==> config.mk <==
export PLATFORM = sky130hd
export DESIGN_NAME = answer_judge
export DESIGN_NICKNAME = d
export VERILOG_FILES = /design/src/rtl/game_pkg.sv /design/src/rtl/answer_judge_sat_counter.sv /design/src/rtl/answer_judge.sv
export SDC_FILE = /design/constraint.sdc
export NUM_CORES = 1
export LEC_CHECK = 0
export CORE_UTILIZATION = 54
export CTS_CLUSTER_DIAMETER = 120
export DETAILED_ROUTE_END_ITERATION = 6
export GPL_TIMING_DRIVEN = 1
export PLACE_DENSITY = 0.88
export SKIP_CTS_REPAIR_TIMING = 1
export SYNTH_ARGS = -nofsm -noshare
export SYNTH_HDL_FRONTEND = slang
export SYNTH_SLANG_ARGS = --single-unit
==> constraint.sdc <==
create_clock -name Clk100M -period 7.62 [get_ports Clk100M]
set_input_delay 2.286 -clock Clk100M [delete_from_list [all_inputs] [get_ports Clk100M]]
set_output_delay 2.286 -clock Clk100M [all_outputs]
set_load 0.02 [all_outputs]
==> src/rtl/game_pkg.sv <==
// Shared definitions for the game datapath: the phase enum that the judge
// FSM walks through and the default widths/limits for a round.
package game_pkg;

    // Round phases. LOST is terminal until reset.
    typedef enum logic [2:0] {
        IDLE,
        COUNT,
        ANSWER,
        JUDGE,
        LOST
    } phase_t;

    localparam int CNT_W_DEF     = 7;
    localparam int MAX_LIVES_DEF = 3;

endpackage

==> src/rtl/answer_judge_sat_counter.sv <==
// Saturating up-counter with synchronous clear and count enable.
// Clear has priority over enable, so a pulse that arrives together with
// clear is dropped. The count sticks at all-ones instead of wrapping.
module sat_counter #(
    parameter int W = 7
) (
    input  logic         clk,
    input  logic         rst,
    input  logic         clear,
    input  logic         en,
    output logic [W-1:0] count
);

    // Count register: clear wins, then increment unless already full.
    always_ff @(posedge clk or posedge rst) begin
        if (rst) begin
            count <= '0;
        end else if (clear) begin
            count <= '0;
        end else if (en && (count != {W{1'b1}})) begin
            count <= count + 1'b1;
        end
    end

endmodule

==> src/rtl/answer_judge.sv <==
// answer_judge: counts special symbols during the game phase, then compares
// that count against the user's tally when the answer phase ends, updating
// score, lives and the loss flag.
//
// Optional build macro ANSWER_JUDGE_STREAK_BONUS_EN adds a 2-bit streak
// counter (and a streak port); three correct answers in a row grant a life,
// capped at MAX_LIVES.
//
// Handshake/pulse contract: game_begin, game_end, answer_end and sym_valid
// are single-cycle strobes sampled on the rising clock edge; a strobe that
// does not belong to the current phase is ignored. judge_valid and level_up
// are single-cycle strobes asserted in the JUDGE cycle, which is the cycle
// after answer_end is sampled; count_diff, correct and lives already carry
// the new result in that cycle and hold it until the next judge.
module answer_judge
    import game_pkg::*;
#(
    parameter int CNT_W     = CNT_W_DEF,
    parameter int MAX_LIVES = MAX_LIVES_DEF,
    parameter int TOL       = 0
) (
    input  logic             Clk100M,
    input  logic             reset,
    input  logic             game_begin,
    input  logic             game_end,
    input  logic             answer_end,
    input  logic             sym_valid,
    input  logic             sym_special,
    input  logic [CNT_W-1:0] user_count,
    output logic [CNT_W-1:0] game_count,
    output logic [CNT_W-1:0] count_diff,
    output logic             judge_valid,
    output logic             correct,
    output logic             level_up,
    output logic [1:0]       lives,
    output logic             loss,
`ifdef ANSWER_JUDGE_STREAK_BONUS_EN
    output logic [1:0]       streak,
`endif
    output phase_t           state
);

    localparam logic [1:0]     MAX_L = MAX_LIVES[1:0];
    localparam logic [CNT_W:0] TOL_V = TOL[CNT_W:0];

    phase_t next_state;
    logic   count_clear;
    logic   count_en;
    logic   judge_fire;

    logic [CNT_W:0]   wide_gc;
    logic [CNT_W:0]   wide_uc;
    logic [CNT_W:0]   wide_diff;
    logic [CNT_W-1:0] diff;
    logic             is_correct;

    sat_counter #(.W(CNT_W)) u_game_count (
        .clk   (Clk100M),
        .rst   (reset),
        .clear (count_clear),
        .en    (count_en),
        .count (game_count)
    );

    // Absolute difference at CNT_W+1 bits; user_count is taken live in the
    // answer_end cycle, which is the only cycle judge_fire can be high.
    always_comb begin
        wide_gc    = {1'b0, game_count};
        wide_uc    = {1'b0, user_count};
        wide_diff  = (wide_gc >= wide_uc) ? (wide_gc - wide_uc) : (wide_uc - wide_gc);
        diff       = wide_diff[CNT_W-1:0];
        is_correct = (wide_diff <= TOL_V);
    end

    // Phase register.
    always_ff @(posedge Clk100M or posedge reset) begin
        if (reset) begin
            state <= IDLE;
        end else begin
            state <= next_state;
        end
    end

    // Next-phase and per-phase strobes; stray pulses fall through untouched.
    always_comb begin
        next_state  = state;
        count_clear = 1'b0;
        count_en    = 1'b0;
        judge_fire  = 1'b0;
        case (state)
            IDLE: begin
                if (game_begin) begin
                    count_clear = 1'b1;
                    next_state  = COUNT;
                end
            end
            COUNT: begin
                count_en = sym_valid && sym_special;
                if (game_end) begin
                    next_state = ANSWER;
                end
            end
            ANSWER: begin
                if (answer_end) begin
                    judge_fire = 1'b1;
                    next_state = JUDGE;
                end
            end
            JUDGE: begin
                // loss was registered on entry to JUDGE together with lives.
                next_state = loss ? LOST : IDLE;
            end
            LOST: begin
                next_state = LOST;
            end
            default: begin
                next_state = IDLE;
            end
        endcase
    end

    // Judge results: registered on answer_end so they are visible in JUDGE.
    always_ff @(posedge Clk100M or posedge reset) begin
        if (reset) begin
            count_diff  <= '0;
            correct     <= 1'b0;
            judge_valid <= 1'b0;
            level_up    <= 1'b0;
            lives       <= MAX_L;
            loss        <= 1'b0;
`ifdef ANSWER_JUDGE_STREAK_BONUS_EN
            streak      <= 2'd0;
`endif
        end else begin
            judge_valid <= judge_fire;
            level_up    <= judge_fire && is_correct;
            if (judge_fire) begin
                count_diff <= diff;
                correct    <= is_correct;
                if (is_correct) begin
`ifdef ANSWER_JUDGE_STREAK_BONUS_EN
                    if (streak == 2'd2) begin
                        streak <= 2'd0;
                        if (lives < MAX_L) begin
                            lives <= lives + 2'd1;
                        end
                    end else begin
                        streak <= streak + 2'd1;
                    end
`endif
                end else begin
                    lives <= lives - 2'd1;
                    if (lives == 2'd1) begin
                        loss <= 1'b1;
                    end
`ifdef ANSWER_JUDGE_STREAK_BONUS_EN
                    streak <= 2'd0;
`endif
                end
            end
        end
    end

endmodule

==> qor.tcl <==
set qor(result_of_the_run) {finished, violations left}
set qor(failed_checks) {design-rule violations}
set qor(detail_route.vias_per_cell) 5.59
set qor(cts.reportedPaths.clkPinSlew_ns) 0.13
set qor(postSynth.asyncResetShare_pct) 100
set qor(synth.ff_latch_count) 23
set qor(clock_sink_count) 23
set qor(cts_made_buffers) 3
set qor(cts_max_level) 1
set qor(drt_first_iter_violations) 34
set qor(regArea_sq_um) 578
set qor(fillerInstances) 227
set qor(die_width_microns) 57.0
set qor(count_of_flip_flops_with_a_built_in_enable_after_synthesis) 0
set qor(areaGrowthSynthToFinish_pct) 23.6
set qor(drv.max_cap_violation_count) 0
set qor(ctsRootBufferMaster) {clkbuf_4}
set qor(final_cell_count_without_fillers) 238
set qor(power.density_nw_per_um2) 254
set qor(synth_nets) 205
set qor(post_synth_inst_count) 173
set qor(type_of_element_capturing_the_critical_path) {flop}
set qor(worst-endpoint-required_ns) 7.87
set qor(design.die.area_sq_um) 3250
set qor(ys.warnings.count) 0
set qor(detail_route.wl_per_cell_microns) 14.9
set qor(report.final.hold_viol_count) 0
set qor(report.final.slew_viol_count) 0
set qor(seq_area_frac_synth_pct) 35.3
set qor(finalWorstPathRequiredPeriod_ns) 4.87
set qor(grt_start_max_net_pins) 24
set qor(postSynthAreaPerCell_sq_um) 9.45
set qor(routed-via-count) 1330
set qor(layout.cells.most_common) {clkdlybuf4s50_1}
set qor(critical_path_arrival_ns) 5.13
set qor(cts_tree) {yes}
set qor(setup-tns-final_ns) 0
set qor(final_design_area_no_fill_sq_um) 2020
set qor(max-slew-margin-rel_pct) 22.8
set qor(worst_setup_path_start_kind) {input pin}
set qor(antennaDiodeCount) 0
set qor(synth_ff_type) {dfrtp_1}
set qor(total_congestion_overflow) 0
set qor(synth_cell_type_count) 44
set qor(drt_wl_total_microns) 3550
set qor(grt_first_pass_wirelength_microns) 6010
set qor(route.antenna.remaining_nets) 0
set qor(remaining_drc_errors) 6
set qor(cts_max_path_buffers) 2
set qor(place_congestion) 0.809
set qor(timing.final.setup_violations) 0
set qor(final_nets) 240
set qor(layout_common_cells) {36 x clkdlybuf4s50_1, 21 x dfrtp_1, 19 x inv_1}
set qor(final_layout_size_suffix_gt1_share_pct) 8.70
set qor(vdd_drop_max_uv) 227
set qor(core_area_sq_um) 2810
set qor(finalClockSkew_ns) 0.00314
set qor(grt_pass1_vias) 1358
set qor(die-height_microns) 57.0
set qor(antenna_violations_before_repair) 0
set qor(gr-usage-all-layers_pct) 23.7
set qor(drt_first_pass_iters) 6
set qor(fmaxAchievable_mhz) 205
set qor(path_class) {input pin to flop}
set qor(pin_count) 37
set qor(netlist_area_sq_um) 1640
set qor(holdCritPathClass) {flop to flop}
set qor(multi_input_comb_area_sq_um) 946
set qor(worst-slew-pin-transition_ns) 1.14
set qor(floorplan.rows) 19
set qor(insertion_delay_ns) 0.31
set qor(unrepaired_setup_endpoints_after_global_routing) {false}
set qor(post-place-cells) 234
set qor(fin_crit_sh_pct) 64.0
set qor(dpl-instance-area_sq_um) 1990
set qor(critPathMaxFanout) 8
set qor(floorplan.initialDensity_pct) 58.3
set qor(hpwlAfterDp_microns) 2770
set qor(power.leakage_nw) 0.942
set qor(numPortBuffers) 36
## per-layer routing
metal | routed length, microns | up-vias | GRT usage, % | part of all wire (%)
li1 | - | 656 | - | -
met1 | 1540 | 631 | 27.6 | 43
met2 | 1830 | 39 | 44.9 | 52
met3 | 142 | 4 | 3.85 | 4.0
met4 | 36 | 0 | 6.27 | 1.0
met5 | 0 | - | 0 | 0
## report_power, final
part | internal (mW) | switching [mW] | total [mW]
combinational | 0.121 | 0.135 | 0.256
sequential | 0.162 | 0.0372 | 0.200
clock | 0.0196 | 0.0376 | 0.0571
## synth_stat cells (2+ instances only)
master	number	area share (%)
nand4_1	5	1.9
xnor2_1	7	3.7
dfstp_2	2	3.2
nor2b_1	2	0.76
a31oi_1	2	0.76
clkbuf_1	2	0.46
a21o_1	3	1.4
a21boi_0	2	0.92
a21oi_1	11	3.4
fa_1	2	2.4
buf_2	2	0.61
ha_1	16	12
dfrtp_1	21	32
nand3_1	3	0.92
o21ai_0	9	2.8
buf_6	2	1.4
mux2i_1	4	2.4
xnor2_2	3	3.0
inv_1	19	4.4
o21ai_1	2	0.61
nand3b_1	2	0.92
nand2_1	16	3.7
nor2_1	15	3.4
## per-stage QoR
step / total power [mW] / util, % / setup slack (ns) / hold WS [ns]
floorplan: 0.347 / - / 3.16 / 0.530
global placement: 0.446 / 71.1 / 2.49 / 0.464
detailed placement: 0.459 / 71.1 / 2.44 / 0.470
CTS: 0.517 / 72.1 / 2.77 / 0.500
global route: 0.546 / 72.1 / 2.62 / 0.523
finish: 0.513 / 72.1 / 2.75 / 0.493
## registers in the layout, indices dropped and copies added (netlist names)
signal	flops
level_up	1
u_game_count.count	7
state	3
loss	1
lives	2
judge_valid	1
count_diff	7
correct	1
## final timing paths
check	startpoint	endpoint	slack [ns]	depth (start not counted)
setup / recovery	user_count[3]	lives[1]	2.75	11
hold / removal	count_diff[5]	count_diff[5]	0.49	2
setup reg to reg	u_game_count.count[0]	lives[1]	4.69	11
hold reg to reg	count_diff[5]	count_diff[5]	0.49	2
max in group asynchronous	reset	state[1]	4.65	2
min in group asynchronous	reset	loss	2.44	2
## cell type report
cell class | instances | share of cell area, %
Clock inverter | 1 | 0.248
Inverter | 19 | 3.53
Clock buffer | 3 | 1.11
Multi-Input combinational cell | 125 | 46.8
Sequential cell | 23 | 28.6
Timing Repair Buffer | 36 | 17.8
Tap cell | 31 | 1.92
## cell families (layout without fill, tap and decap cells)
| kind of cell | Yosys count | after routing | share of synthesized area, % |
|---|---|---|---|
| AND/OR/NAND/NOR | 52 | 52 | 15.7 |
| AO/OA/AOI/OAI | 38 | 38 | 16.4 |
| buffers and inverters | 25 | 59 | 6.81 |
| flip-flops | 23 | 23 | 35.3 |
| adder cells (fa/ha/maj) | 18 | 18 | 14.7 |
| XOR/XNOR | 11 | 11 | 7.27 |
| multiplexers | 6 | 6 | 3.83 |
## critical path, stage by stage
cell	delay, ns
clkdlybuf4s50_1	0.48
inv_1	0.05
ha_1	0.43
a21oi_4	0.21
nand4_2	0.14
a31oi_4	0.33
mux2i_1	0.33
xnor2_2	0.16
nand4_1	0.13
o21ai_1	0.22
mux2_1	0.35
No activity file was read; power rests on OpenSTA's default activity.
